File: config.mk
export PLATFORM = sky130hd
export DESIGN_NAME = mix_vga_gain_sequencer
export DESIGN_NICKNAME = d
export VERILOG_FILES = /design/src/rtl/mix_vga_gain_sequencer_pkg.sv /design/src/rtl/mix_vga_gain_sequencer_timer.sv /design/src/rtl/mix_vga_gain_sequencer.sv
export SDC_FILE = /design/constraint.sdc
export NUM_CORES = 1
export LEC_CHECK = 0
export BUFFER_PORTS_ARGS = -buffer_cell sky130_fd_sc_hd__clkbuf_2
export CORE_UTILIZATION = 62
export CTS_CLUSTER_SIZE = 25
export DETAILED_ROUTE_END_ITERATION = 12
export MAX_ROUTING_LAYER = met4
export PLACE_DENSITY = 0.94
export SLEW_MARGIN = 20
export SYNTH_ARGS = -nofsm -noshare
export SYNTH_HDL_FRONTEND = slang
export SYNTH_SLANG_ARGS = --single-unit
File: constraint.sdc
create_clock -name clk -period 4.73 [get_ports clk]
set_clock_uncertainty 0.05 [all_clocks]
set_input_delay 0.946 -clock clk [delete_from_list [all_inputs] [get_ports clk]]
set_output_delay 0.946 -clock clk [all_outputs]
set_load 0.02 [all_outputs]
File: src/rtl/mix_vga_gain_sequencer_pkg.sv
// Shared definitions for the VGA gain sequencer: FSM encodings, default
// timing constants and the one-hot switch decoder.
package mix_vga_gain_sequencer_pkg;

  typedef enum logic [1:0] {
    ST_IDLE   = 2'd0,
    ST_MAKE   = 2'd1,
    ST_SETTLE = 2'd2,
    ST_HOLD   = 2'd3
  } state_e;

  localparam int DEF_SETTLE_CYC = 64;
  localparam int DEF_HOLD_CYC   = 800;
  localparam int MAX_SW         = 256;

  // Wide decoder; callers truncate to their own switch count (gain codes up to 8 bits).
  function automatic logic [MAX_SW-1:0] onehot(input logic [7:0] code);
    onehot       = '0;
    onehot[code] = 1'b1;
  endfunction

endpackage

File: src/rtl/mix_vga_gain_sequencer_timer.sv
// Load / decrement / zero-flag counter shared by the SETTLE and HOLD windows.
module mix_vga_gain_sequencer_timer #(
  parameter int W = 3
) (
  input  logic         clk,
  input  logic         rst,
  input  logic         load_i,
  input  logic [W-1:0] load_val_i,
  input  logic         dec_i,
  output logic         zero_o
);

  logic [W-1:0] cnt_q;
  logic [W-1:0] cnt_d;

  always_comb begin
    cnt_d = cnt_q;
    if (load_i) begin
      cnt_d = load_val_i;
    end else if (dec_i && (cnt_q != W'(1'b0))) begin
      cnt_d = cnt_q - W'(1'b1);
    end else begin
      cnt_d = cnt_q;
    end
  end

  always_ff @(posedge clk) begin
    if (rst) begin
      cnt_q <= W'(1'b0);
    end else begin
      cnt_q <= cnt_d;
    end
  end

  assign zero_o = (cnt_q == W'(1'b0));

endmodule

File: src/rtl/mix_vga_gain_sequencer.sv
// VGA resistor-switch sequencer: walks gain_applied one step at a time toward
// gain_req with make-before-break switching, a settle window and a dwell time.
module mix_vga_gain_sequencer
  import mix_vga_gain_sequencer_pkg::*;
#(
  parameter int GAIN_W     = 3,
  parameter int SETTLE_CYC = DEF_SETTLE_CYC,
  parameter int HOLD_CYC   = DEF_HOLD_CYC,
  localparam int NSW       = 2 ** GAIN_W
) (
  input  logic              clk,
  input  logic              rst,
  input  logic [GAIN_W-1:0] gain_req,
  input  logic              freeze,
  output logic [NSW-1:0]    vga_sw,
  output logic [GAIN_W-1:0] gain_applied,
  output logic              settling,
  output logic              step_done,
  output logic              at_target
);

  localparam int MAX_CYC = (SETTLE_CYC > HOLD_CYC) ? SETTLE_CYC : HOLD_CYC;
  localparam int TW      = (MAX_CYC > 1) ? $clog2(MAX_CYC) : 1;
  localparam logic [TW-1:0] SETTLE_LD = TW'(SETTLE_CYC - 1);
  localparam logic [TW-1:0] HOLD_LD   = TW'(HOLD_CYC - 1);

  state_e              state_q,     state_d;
  logic [GAIN_W-1:0]   gain_q,      gain_d;
  logic [GAIN_W-1:0]   target_q,    target_d;
  logic [NSW-1:0]      sw_q,        sw_d;
  logic                settling_q,  settling_d;
  logic                step_done_q, step_done_d;

  logic                tmr_load_s;
  logic [TW-1:0]       tmr_val_s;
  logic                tmr_dec_s;
  logic                tmr_zero_s;
  logic [GAIN_W-1:0]   step_s;

  mix_vga_gain_sequencer_timer #(.W(TW)) u_timer (
    .clk        (clk),
    .rst        (rst),
    .load_i     (tmr_load_s),
    .load_val_i (tmr_val_s),
    .dec_i      (tmr_dec_s),
    .zero_o     (tmr_zero_s)
  );

  // Neighbour code one step toward the request; only used when they differ.
  always_comb begin
    if (gain_req > gain_q) begin
      step_s = gain_q + GAIN_W'(1'b1);
    end else begin
      step_s = gain_q - GAIN_W'(1'b1);
    end
  end

  always_comb begin
    state_d     = state_q;
    gain_d      = gain_q;
    target_d    = target_q;
    sw_d        = sw_q;
    settling_d  = 1'b0;
    step_done_d = 1'b0;
    tmr_load_s  = 1'b0;
    tmr_val_s   = TW'(1'b0);
    tmr_dec_s   = 1'b0;
    case (state_q)
      ST_IDLE: begin
        if (!freeze && (gain_req != gain_q)) begin
          target_d   = step_s;
          sw_d       = NSW'(onehot(8'(gain_q))) | NSW'(onehot(8'(step_s)));
          settling_d = 1'b1;
          state_d    = ST_MAKE;
        end else begin
          state_d = ST_IDLE;
        end
      end
      ST_MAKE: begin
        gain_d     = target_q;
        sw_d       = NSW'(onehot(8'(target_q)));
        tmr_load_s = 1'b1;
        tmr_val_s  = SETTLE_LD;
        settling_d = 1'b1;
        state_d    = ST_SETTLE;
      end
      ST_SETTLE: begin
        if (tmr_zero_s) begin
          step_done_d = 1'b1;
          tmr_load_s  = 1'b1;
          tmr_val_s   = HOLD_LD;
          state_d     = ST_HOLD;
        end else begin
          tmr_dec_s  = 1'b1;
          settling_d = 1'b1;
        end
      end
      ST_HOLD: begin
        if (tmr_zero_s) begin
          state_d = ST_IDLE;
        end else begin
          tmr_dec_s = 1'b1;
        end
      end
      default: begin
        state_d = ST_IDLE;
      end
    endcase
  end

  always_ff @(posedge clk) begin
    if (rst) begin
      state_q     <= ST_IDLE;
      gain_q      <= GAIN_W'(1'b0);
      target_q    <= GAIN_W'(1'b0);
      sw_q        <= NSW'(1'b1);
      settling_q  <= 1'b0;
      step_done_q <= 1'b0;
    end else begin
      state_q     <= state_d;
      gain_q      <= gain_d;
      target_q    <= target_d;
      sw_q        <= sw_d;
      settling_q  <= settling_d;
      step_done_q <= step_done_d;
    end
  end

  assign vga_sw       = sw_q;
  assign gain_applied = gain_q;
  assign settling     = settling_q;
  assign step_done    = step_done_q;
  assign at_target    = (state_q == ST_IDLE) && (gain_req == gain_q);

endmodule
-- Yosys cells after proc, flatten, opt, wreduce, memory -nomap -nowiden
Index checks and enable logic that the tools add are counted.
- reductions and logical operators: 17
- equality and inequality tests: 8
- mux-type cells: 23
- $add $sub $neg: 3
- bitwise logic cells: 2
- magnitude comparators: 7
- operators by type and width (cell ; number):
    $mux W10 ; 3
    $lt A3 B9 Y1 const B ; 3
    $pmux W10 S2 ; 1
    $pmux W8 S2 ; 1
    $logic_not A10 Y1 ; 1
    $reduce_bool A10 Y1 ; 1
    $sub A10 B1 Y10 const B ; 1
    $demux W1 S3 ; 3
    $ge A3 B1 Y1 const B ; 3
    $mux W1 ; 8
    $mux W8 ; 1
    $or A8 B8 Y8 ; 1
    $pmux W2 S4 ; 1
    $logic_and A1 B1 Y1 ; 6
    $ne A2 B2 Y1 const B ; 3
    $reduce_and A2 Y1 ; 3
    $eq A2 B2 Y1 const B ; 2
    $mux W2 ; 2
    $reduce_bool A2 Y1 ; 2
    $reduce_or A2 Y1 ; 2
    $add A3 B1 Y3 const B ; 1
    $eq A3 B3 Y1 ; 1
    $gt A3 B3 Y1 ; 1
    $mux W3 ; 1
    other kinds (8) ; 8
- register bits: 28
- logic and storage cells: 67
- output and inout bits: 14
- input port bits: 6

-- Longest topological paths before layout
Gate-level depths: netlist of the first run.
- depth after elaboration: 9
- gate-level depth with buffers: 10
- depth with buffers taken out: 9

-- Modules after synthesis
Synthesis of the first run repeated with hierarchy kept, for this count alone.
- cells, all modules: 208
- area total of the unflattened synthesis: 1836.8 um^2
- modules (own cells, without submodules) (module ; seq. area each (um^2) ; cells an instance ; times used ; area an instance (um^2)):
    mix_vga_gain_sequencer ; 360.3 ; 136 ; 1 ; 1209.9
    mix_vga_gain_sequencer_timer ; 200.2 ; 72 ; 1 ; 626.9

-- Least setup slack after synthesis of the first run
Ideal clock, no wire load.
- kind: input to register
- start point: input port gain_req[0]
- end point: register sw_q[2] (netlist: vga_sw[2])
- buffers on the path: 0
- stages on the path: 8
- arrival time: 2.803 ns
- library setup time: 0.091 ns
- slack: 1.786 ns
- data required time: 4.589 ns
- path through: inv_1 -> ha_1 -> and3_1 -> a21oi_2 -> fa_1 -> nor3_1 -> nand2b_1 -> a311oi_1
- longest elaborated chain between the ends: 9
- elaborated cells on any way between the ends: 14
- those cells by class: order compare (3); eq/ne (2); mux (5); bitwise (1); reduce/logical (3)
- RTL lines (what ; RTL line ; source):
    from (decl) ; mix_vga_gain_sequencer.sv:13 ; input logic [GAIN_W-1:0] gain_req,
    $gt A3 B3 Y1 ; mix_vga_gain_sequencer.sv:51 ; if (gain_req > gain_q) begin
    $mux W3 ; mix_vga_gain_sequencer.sv:51 ;
    $lt A3 B9 Y1 (not written as such) / $ge A3 B1 Y1 (equally long branches) ; mix_vga_gain_sequencer_pkg.sv:19 ; onehot[code] = 1'b1;
    $logic_and A1 B1 Y1 (not written as such) ; mix_vga_gain_sequencer_pkg.sv:19 ;
    $mux W1 (not written as such) ; mix_vga_gain_sequencer_pkg.sv:19 ;
    $demux W1 S3 ; mix_vga_gain_sequencer_pkg.sv:19 ;
    $or A8 B8 Y8 ; mix_vga_gain_sequencer.sv:72 ; sw_d = NSW'(onehot(8'(gain_q))) | NSW'(onehot(8'(step_s)));
    $mux W8 ; mix_vga_gain_sequencer.sv:70 ; if (!freeze && (gain_req != gain_q)) begin
    $pmux W8 S2 ; mix_vga_gain_sequencer.sv:68 ; case (state_q)
    to (signal assigned) ; mix_vga_gain_sequencer.sv:116 ; sw_q <= NSW'(1'b1);
    to (signal assigned) ; mix_vga_gain_sequencer.sv:123 ; sw_q <= sw_d;
    to (decl) ; mix_vga_gain_sequencer.sv:30 ; logic [NSW-1:0] sw_q, sw_d;
Several ways; a longest one is shown, not always the timed one. The select of a mux whose other input is x is not followed.
A chain may end at the register's enable or synchronous reset.

-- Final worst setup path of the first run
Ends and elaborated chain as after synthesis.

==> flow_metrics.tcl, run 1 <==
set metrics [dict create \
    crit_required_ns 4.93 \
    gp_congestion 0.883 \
    syn_to_final_growth_pct 6.66 \
    setup_viol 0 \
    synthXorXnorAreaFrac 0.0347 \
    cp_max_fo 7 \
    worst-r2r-setup-slack_ns 1.82 \
    vias_per_cell 6.52 \
    grt_pass1_wl_microns 6420 \
    grt_pass1_vias 1507 \
    rows 18 \
    final_util 0.727 \
    drc 0 \
    ir_drop_v 0.000506 \
    syn_inst 206 \
    period_needed_ns 2.97 \
    routed_wl_microns 3860 \
    r2r-end "vga_sw[2]" \
    syn_area_per_cell_sq_um 8.57 \
    fmax_ghz 0.336 \
    clock_sinks 28 \
    leakage_nw 0.716 \
    startpoint_type "primary input" \
    path_depth 9 \
    cts_resized 0 \
    track_usage 0.264 \
    cts_tree "done" \
    io_buffers 19 \
    max-cap-violations 0 \
    async_flop_share 0 \
    postCtsSetupBuffers 0 \
    critPathMaxStageDelay_ns 0.58 \
    die_w_microns 55.4 \
    end_kind "register" \
    cp_num_buf_inv 2 \
    place_worst_setup_slack_ns 1.41 \
    drive_above_1_share 0.167 \
    p_sw_w 0.000673 \
    setup_tns_ns 0 \
    synth_compound_area_frac 0.262 \
    dp_hpwl_microns 2920 \
    wl_per_cell_microns 15.4 \
    drtIter0Drc 43 \
    finalMaxSlewViolations 0 \
    timing.slew.headroom 0.546 \
    worst_r2r_path_depth 8 \
    cp_top_family "adder cells" \
    die_area_sq_um 3060 \
    ioPinCount 20 \
    mappedNetlistArea_sq_um 1770 \
    cts_buffers 3 \
    arrival_ns 3.17 \
    hold_buffers 0 \
    clockBufferDepth 2 \
    finalCritPeriodShare 0.628 \
    crit_end "vga_sw[2]" \
    power.internal_w 0.000688 \
    grt_antenna_before_repair 0 \
    initial_core_util 0.682 \
    rsz0062_at_grt "no" \
    via_count 1636 \
    synth-seq-cells 28 \
    hold_class "reg -> reg" \
    seqPwrFrac 0.301 \
    synth_ff_type "dfxtp_1" \
    clkTransAtPathRegs_ns 0.14 \
    final.setup.worst_slack_ns 1.76 \
    overflow 0 \
    status "finished clean" \
    cts_max_level 1 \
    timing.rr.start "gain_applied[2]" \
    combPwrFrac 0.628 \
    seq_area_frac_synth 0.318 \
    yosys.area_share.simple 0.225 \
    synthMuxAreaShare 0.0376 \
    chipHeight_microns 55.4 \
    path_cells "clkbuf_2 > inv_1 > ha_1 > and3_1 > a21oi_2 > fa_1 > nor3_1 > nand2b_1 > a311oi_1" \
    diodes 0 \
    p_sw_frac 0.494 \
    pwr-share-clk 0.071 \
    path_class "in -> reg" \
    startpoint "gain_req[0]" \
    yosys_warnings 0 \
    grt_max_degree 22 \
    synth.distinct_cells 54 \
    drtPass1Iterations 4 \
    ant_nets 0 \
    ctsRootBufferMaster "clkbuf_4" \
    power_density_nw_per_um2 723 \
    slowest_stage "fa_1" \
    holdPathStages 2 \
    synth_top_family_by_area "compound AO/OA/AOI/OAI gates" \
    tightest_slew_ns 0.676 \
    synth_nets 222 \
    hold_viol 0 \
    nets 239 \
    core_sq_um 2590 \
    synth_fa_ha_area_frac 0.0751 \
    synth-edff-count 0 \
    worst_skew_pair.late_latency_ns 0.33 \
]
metal layers:
| metal | part of all wire | up-vias | wire length, microns | GRT usage |
|---|---|---|---|---|
| li1 | - | 809 | - | - |
| met1 | 0.44 | 748 | 1710 | 0.304 |
| met2 | 0.48 | 64 | 1860 | 0.453 |
| met3 | 0.052 | 15 | 200 | 0.0281 |
| met4 | 0.025 | 0 | 95 | 0.132 |
| met5 | 0 | - | 0 | - |
state kept, by name, summed over array words and instances, names as in the netlist:
register and flops:
vga_sw 8, settling 1, step_done 1, u_timer.cnt_q 10, gain_applied 3, state_q 2
target_q 3
Yosys cell counts (2+ instances only):
library cell	n	share of area
nand3b_1	2	0.0085
o22ai_1	2	0.0071
o31a_1	2	0.0099
o221a_2	2	0.013
nand2b_1	8	0.028
o41ai_1	3	0.015
or4_1	2	0.0085
o21ai_0	8	0.023
o211ai_1	3	0.013
a211oi_1	9	0.038
inv_1	13	0.028
and2_1	3	0.011
a21oi_2	3	0.015
clkbuf_1	4	0.0085
or3_1	4	0.014
or2_2	4	0.014
o32ai_1	2	0.0099
o31ai_1	2	0.0085
nor4_1	2	0.0071
xnor2_1	6	0.030
nand2_1	6	0.013
a31oi_1	4	0.014
mux2i_1	4	0.023
nor2_1	22	0.047
nor3_1	9	0.026
ha_1	9	0.064
a311oi_1	3	0.015
a21oi_1	8	0.023
nor3b_1	2	0.0085
dfxtp_1	28	0.32
nand3_1	3	0.0085
and3_1	2	0.0071
cells by family after synthesis:
kind of cell / count (synthesis)
buf+inv: 20
xor+xnor: 7
flops: 28
simple gates: 74
fa+ha+maj: 10
compound gates: 61
mux: 6
how the worst min path moves through the flow:
stage,to,startpoint,slack (ns)
after detailed placement,u_timer.cnt_q[7],u_timer.cnt_q[7],0.44
after global placement,state_q[1],state_q[1],0.43
after CTS,u_timer.cnt_q[7],u_timer.cnt_q[7],0.46
final,u_timer.cnt_q[7],u_timer.cnt_q[7],0.47
after global routing,state_q[1],state_q[1],0.49
after floorplan,u_timer.cnt_q[7],u_timer.cnt_q[7],0.41
cell usage in the layout (no fill, tap or decap), types with 3 or more instances in the layout:
cell       n
nand2b_1   8
nor3_1     9
mux2i_1    4
or2_2      4
a31oi_1    4
dfxtp_1   28
o41ai_1    3
a311oi_1   3
a211oi_1   9
a21oi_2    3
nand2_1    6
clkbuf_4   3
clkbuf_2  19
o211ai_1   3
o21ai_0    8
ha_1       9
or3_1      4
inv_1     13
xnor2_1    6
and2_1     3
nand3_1    3
a21oi_1    8
nor2_1    22
power groups by stage:
stage	registers (W)	logic [W]	clock network (W)
after floorplan	0.000441	0.000646	0
after global placement	0.000407	0.000820	0
after detailed placement	0.000411	0.000845	0
after CTS	0.000407	0.000847	0.000101
after global routing	0.000422	0.000945	0.000108
final	0.000409	0.000854	0.0000972
final cells by class:
| type | instances | area (sq um) |
|---|---|---|
| multi-input cells | 158 | 1120 |
| fillers | 195 | 707 |
| flip-flops and latches | 28 | 561 |
| repair buffers | 19 | 95.1 |
| inverters | 13 | 48.8 |
| well taps | 30 | 37.5 |
| clock buffers | 3 | 22.5 |
worst register-to-register path, cell delays in order (launching register included):
cell and delay [ns]:
dfxtp_1 0.53, inv_1 0.15, ha_1 0.34, and3_1 0.18
a21oi_2 0.35, fa_1 0.58, nor3_1 0.30, nand2b_1 0.09
a311oi_1 0.26
stage by stage:
step	instance area, sq um	std cells	power [W]	hold WS [ns]
after detailed placement	1860	248	0.00126	0.443
final	1880	251	0.00136	0.467
after floorplan	1770	206	0.00109	0.410
after CTS	1880	251	0.00135	0.465
after global routing	1880	251	0.00147	0.493
after global placement	1860	248	0.00123	0.433
No activity file was read; power rests on OpenSTA's default activity.
==> inputs of run 2 (changes only) <==
--- a/config.mk
+++ b/config.mk
@@ -5,12 +5,13 @@
 export SDC_FILE = /design/constraint.sdc
 export NUM_CORES = 1
 export LEC_CHECK = 0
+export ABC_AREA = 1
 export BUFFER_PORTS_ARGS = -buffer_cell sky130_fd_sc_hd__clkbuf_2
-export CORE_UTILIZATION = 62
+export CORE_UTILIZATION = 58
 export CTS_CLUSTER_SIZE = 25
 export DETAILED_ROUTE_END_ITERATION = 12
 export MAX_ROUTING_LAYER = met4
-export PLACE_DENSITY = 0.94
+export PLACE_DENSITY = 0.89
 export SLEW_MARGIN = 20
 export SYNTH_ARGS = -nofsm -noshare
 export SYNTH_HDL_FRONTEND = slang
==> constraint.sdc (replaced) <==
create_clock -name clk -period 2.8 [get_ports clk]
set_clock_uncertainty 0.05 [all_clocks]
set_input_delay 0.56 -clock clk [delete_from_list [all_inputs] [get_ports clk]]
set_output_delay 0.56 -clock clk [all_outputs]
set_load 0.02 [all_outputs]
==> flow_metrics.tcl, run 2 <==
set metrics [dict create \
    rows 19 \
    hold_viol 0 \
    placed_cell_area_sq_um 1890 \
    synth_common_cells "nand2_1 (64), inv_1 (45), nor2_1 (37)" \
    timing.rr.start "gain_applied[1]" \
    synth_top_cell_by_area "dfxtp_1" \
    via_count 1796 \
    dp_hpwl_microns 2920 \
    timing.slew.headroom 0.656 \
    chipHeight_microns 57.6 \
    ctsRootBufferMaster "clkbuf_4" \
    hold_class "reg -> reg" \
    setup_tns_ns 0 \
    wl_per_cell_microns 12.0 \
    crit_end "vga_sw[3]" \
    multi_input_area_sq_um 1010 \
    cts_resized 0 \
    stdcell_area_sq_um 1950 \
    drc 0 \
    r2r-end "vga_sw[3]" \
    synth_ff_type "dfxtp_1" \
    power_density_nw_per_um2 1380 \
    synth-edff-count 0 \
    largest_reg_flops 10 \
    max-cap-violations 0 \
    end_kind "register" \
    worst_skew_pair.late_latency_ns 0.33 \
    seq_area_frac_synth 0.313 \
    hold_buffers 0 \
    arrival_ns 2.70 \
    critPathMaxStageDelay_ns 0.43 \
    syn_to_final_growth_pct 8.74 \
    cp_num_buf_inv 3 \
    clkTransAtPathRegs_ns 0.15 \
    synth.most_common_cell "nand2_1" \
    synth_nets 295 \
    drtIter0Drc 127 \
    yosys_warnings 0 \
    synth-seq-cells 28 \
    cts_max_level 1 \
    grt_max_degree 20 \
    leakage_nw 1.03 \
    clockBufferDepth 2 \
    drtPass1Iterations 4 \
    grt_pass1_wl_microns 6750 \
    status "finished clean" \
    ioPinCount 20 \
    path_depth 14 \
    final_common_cell "nand2_1" \
    path_class "reg -> reg" \
    drive_above_1_share 0.114 \
    final-seq-area_sq_um 561 \
    clock_sinks 28 \
    io_buffers 19 \
    cts_buffers 3 \
    slowest_stage "dfxtp_1" \
    grt_antenna_before_repair 0 \
    worst-r2r-setup-slack_ns 0.33 \
    place_worst_setup_slack_ns 0.146 \
    grt_pass1_vias 1638 \
    top_register "u_timer.cnt_q" \
    tightest_slew_ns 0.516 \
    cts_tree "done" \
    fill_cells 241 \
    routed_wl_microns 3960 \
    startpoint "gain_applied[1]" \
    final.setup.worst_slack_ns 0.327 \
    synth_area_leaders "dfxtp_1 (31%), nand2_1 (13%), inv_1 (9.4%), nor2_1 (7.8%), o21ai_0 (6.4%)" \
    diodes 0 \
    ant_nets 0 \
    synth.top_cell.area_share 0.313 \
    mappedNetlistArea_sq_um 1790 \
    fmax_ghz 0.404 \
    syn_inst 279 \
    initial_core_util 0.633 \
    track_usage 0.265 \
    syn_area_per_cell_sq_um 6.42 \
    crit_path_frequent_cell "nand2_1" \
    die_w_microns 57.6 \
    finalCritPeriodShare 0.883 \
    overflow 0 \
    period_needed_ns 2.47 \
    finalMaxSlewViolations 0 \
    mostFrequentLayoutCells "nand2_1 (64), inv_1 (45), nor2_1 (37), dfxtp_1 (28), o21ai_0 (23)" \
    startpoint_type "register" \
    worst_r2r_path_depth 14 \
    die_area_sq_um 3310 \
    nets 315 \
    path_cells "inv_1 > ha_1 > nand3b_1 > nand2_1 > nand2_1 > inv_1 > fa_1 > xnor2_1 > inv_1 > nand2_1 > nand2_1 > nor2_1 > nand2_1 > a21oi_1" \
    cp_max_fo 6 \
    setup_viol 0 \
    synth.distinct_cells 24 \
    crit_required_ns 3.03 \
    vias_per_cell 5.46 \
    async_flop_share 0 \
    rsz0062_at_grt "no" \
    ir_drop_v 0.000703 \
    cp_top_family "simple AND/OR/NAND/NOR gates" \
    postCtsSetupBuffers 0 \
    gp_congestion 0.919 \
    core_sq_um 2830 \
]
## run 2: kinds of logic after synthesis
kind of cell,count (synthesis),synth area share
simple gates,137,0.332
buf+inv,52,0.122
compound gates,49,0.145
flops,28,0.313
fa+ha+maj,10,0.0741
xor+xnor,3,0.0147
## run 2: per-stage QoR
stage / total power (W) / utilization / hold WS [ns] / instances
2_1_floorplan: 0.00205 / - / 0.440 / 279
3_3_place_gp: 0.00234 / 0.670 / 0.463 / 325
3_5_place_dp: 0.00239 / 0.670 / 0.473 / 325
4_1_cts: 0.00267 / 0.688 / 0.479 / 329
5_1_grt: 0.00296 / 0.688 / 0.486 / 329
6_report: 0.00268 / 0.688 / 0.499 / 329
## run 2: routing by layer
| metal | global-route usage | up-vias | routed length (microns) |
|---|---|---|---|
| li1 | - | 932 | - |
| met1 | 0.314 | 825 | 1820 |
| met2 | 0.467 | 33 | 1970 |
| met3 | 0.0272 | 6 | 109 |
| met4 | 0.0906 | 0 | 61 |
| met5 | - | - | 0 |
## run 2: cell type report
class | instances | share of cell area
multi-input cells | 199 | 0.520
inverters | 46 | 0.0887
repair buffers | 21 | 0.0566
flip-flops and latches | 28 | 0.288
clock buffers | 3 | 0.0116
clock inverters | 1 | 0.0154
well taps | 31 | 0.0199
## run 2: power breakdown
group | internal [W] | switching [W]
Clock | 0.000145 | 0.000125
Sequential | 0.000558 | 0.000127
Combinational | 0.000592 | 0.00113
## run 2: how the worst min path moves through the flow
| stage | from | end | slack [ns] | depth (start not counted) |
|---|---|---|---|---|
| final | state_q[1] | state_q[1] | 0.50 | 2 |
| after global routing | rst | u_timer.cnt_q[7] | 0.49 | 2 |
| after CTS | rst | u_timer.cnt_q[1] | 0.48 | 2 |
| after detailed placement | state_q[1] | state_q[1] | 0.47 | 2 |
| after global placement | vga_sw[0] | vga_sw[0] | 0.46 | 4 |
| after floorplan | target_q[1] | target_q[1] | 0.44 | 2 |
## run 2: worst reg2reg max path: stages, from the launching register on
cell and delay, ns:
dfxtp_1 0.43, inv_1 0.13, ha_1 0.30, nand3b_1 0.09, nand2_1 0.07, nand2_1 0.08
inv_1 0.06, fa_1 0.39, xnor2_1 0.19, inv_1 0.06, nand2_1 0.10, nand2_1 0.15
nor2_1 0.15, nand2_1 0.07, a21oi_1 0.13
==> inputs of run 3 (changes only) <==
--- a/config.mk
+++ b/config.mk
@@ -12,6 +12,7 @@
 export DETAILED_ROUTE_END_ITERATION = 12
 export MAX_ROUTING_LAYER = met4
 export PLACE_DENSITY = 0.89
+export RECOVER_POWER = 50
 export SLEW_MARGIN = 20
 export SYNTH_ARGS = -nofsm -noshare
 export SYNTH_HDL_FRONTEND = slang
==> flow_metrics.tcl, run 3 (synthesis results as in run 2) <==
set metrics [dict create \
    finalCritPeriodShare 0.883 \
    die_area_sq_um 3310 \
    grt_max_degree 20 \
    clkTransAtPathRegs_ns 0.16 \
    hold_buffers 0 \
    io_buffers 19 \
    dp_hpwl_microns 2920 \
    finalMaxSlewViolations 0 \
    drtIter0Drc 114 \
    ir_drop_v 0.000686 \
    fmax_ghz 0.405 \
    path_class "reg -> reg" \
    cts_tree "done" \
    rsz0062_at_grt "no" \
    final_common_cell "nand2_1" \
    tightest_slew_ns 0.668 \
    postCtsSetupBuffers 0 \
    drc 0 \
    drive_above_1_share 0.0604 \
    worst_skew_pair.late_latency_ns 0.34 \
    via_count 1820 \
    grt.met3_usage 0.0272 \
    hold_viol 0 \
    timing.slew.headroom 0.553 \
    largest_reg_flops 10 \
    grt_pass1_wl_microns 6750 \
    cp_max_fo 6 \
    startpoint_type "register" \
    grt.busiest_layer "met2" \
    vias_per_cell 5.53 \
    drtPass1Iterations 4 \
    hold_class "reg -> reg" \
    period_needed_ns 2.47 \
    grt_pass1_vias 1638 \
    status "finished clean" \
    crit_required_ns 3.03 \
    mostFrequentLayoutCells "nand2_1 (64), inv_1 (45), nor2_1 (38), dfxtp_1 (28), o21ai_0 (24)" \
    top_register "u_timer.cnt_q" \
    chipHeight_microns 57.6 \
    clockBufferDepth 2 \
    initial_core_util 0.633 \
    worst-r2r-setup-slack_ns 0.33 \
    clock_sinks 28 \
    cts_resized 0 \
    met1_usage 0.314 \
    setup_tns_ns 0 \
    wl_per_cell_microns 12.0 \
    placedCellCount 325 \
    stdcell_area_sq_um 1920 \
    overflow 0 \
    ant_nets 0 \
    met2_usage 0.467 \
    rows 19 \
    ctsRootBufferMaster "clkbuf_4" \
    ioPinCount 20 \
    power_w 0.00264 \
    power_density_nw_per_um2 1380 \
    nets 315 \
    setup_viol 0 \
    die_w_microns 57.6 \
    gp_congestion 0.919 \
    cts_max_level 1 \
    routed_wl_microns 3950 \
    diodes 0 \
    core_sq_um 2830 \
    placed_cell_area_sq_um 1890 \
    arrival_ns 2.71 \
    max-cap-violations 0 \
    syn_to_final_growth_pct 7.13 \
    fin_cells 329 \
    grt_antenna_before_repair 0 \
    cts_buffers 3 \
    track_usage 0.265 \
    leakage_nw 0.985 \
    end_kind "register" \
]
-- run 3: cell types whose count changed in the layout (fill, tap and decap cells not counted) --
| cell | before | now |
|---|---|---|
| clkbuf_2 | 19 | 5 |
| o21ai_0 | 23 | 24 |
| nor2_1 | 37 | 38 |
| nor2_4 | 1 | 0 |
| o21ai_2 | 2 | 1 |
| clkbuf_1 | 0 | 14 |
-- run 3: critical path: stages, from the launching register on --
cell and delay (ns):
dfxtp_1 0.43, inv_1 0.13, ha_1 0.31, nand3b_1 0.09
nand2_1 0.07, nand2_1 0.07, inv_1 0.06, fa_1 0.39
xnor2_1 0.19, inv_1 0.06, nand2_1 0.10, nand2_1 0.14
nor2_1 0.15, nand2_1 0.07, a21oi_1 0.13
-- run 3: metal layers --
layer / share of wire / vias to the layer above / routed length, microns
met5: 0 / - / 0
met2: 0.50 / 53 / 1960
met3: 0.038 / 8 / 151
li1: - / 932 / -
met1: 0.45 / 827 / 1770
met4: 0.017 / 0 / 67
-- run 3: final cells by class --
class | instances | area (sq um)
tap | 31 | 38.8
fill | 252 | 911
inverter | 46 | 173
sequential | 28 | 561
multi-input combinational | 199 | 1000
clock inverter | 1 | 30.0
clock buffer | 3 | 22.5
timing repair buffer | 21 | 92.6
-- run 3: final timing paths --
path	start	to	cells past startpoint
max	gain_applied[1]	vga_sw[3]	14
min	state_q[1]	state_q[1]	2
max reg2reg	gain_applied[1]	vga_sw[3]	14
min reg2reg	state_q[1]	state_q[1]	2
-- run 3: per-stage QoR --
stage	hold slack, ns	worst slack [ns]	utilization
floorplan	0.440	0.380	-
global placement	0.463	0.241	0.670
detailed placement	0.473	0.146	0.670
CTS	0.479	0.319	0.688
global route	0.528	0.0739	0.678
finish	0.498	0.328	0.678
-- run 3: where the power goes --
part | internal, W | leakage [nW] | switching, W
registers | 0.000558 | 0.230 | 0.000129
clock network | 0.000145 | 0.0279 | 0.000127
logic | 0.000566 | 0.727 | 0.00112
total | 0.00127 | 0.985 | 0.00137
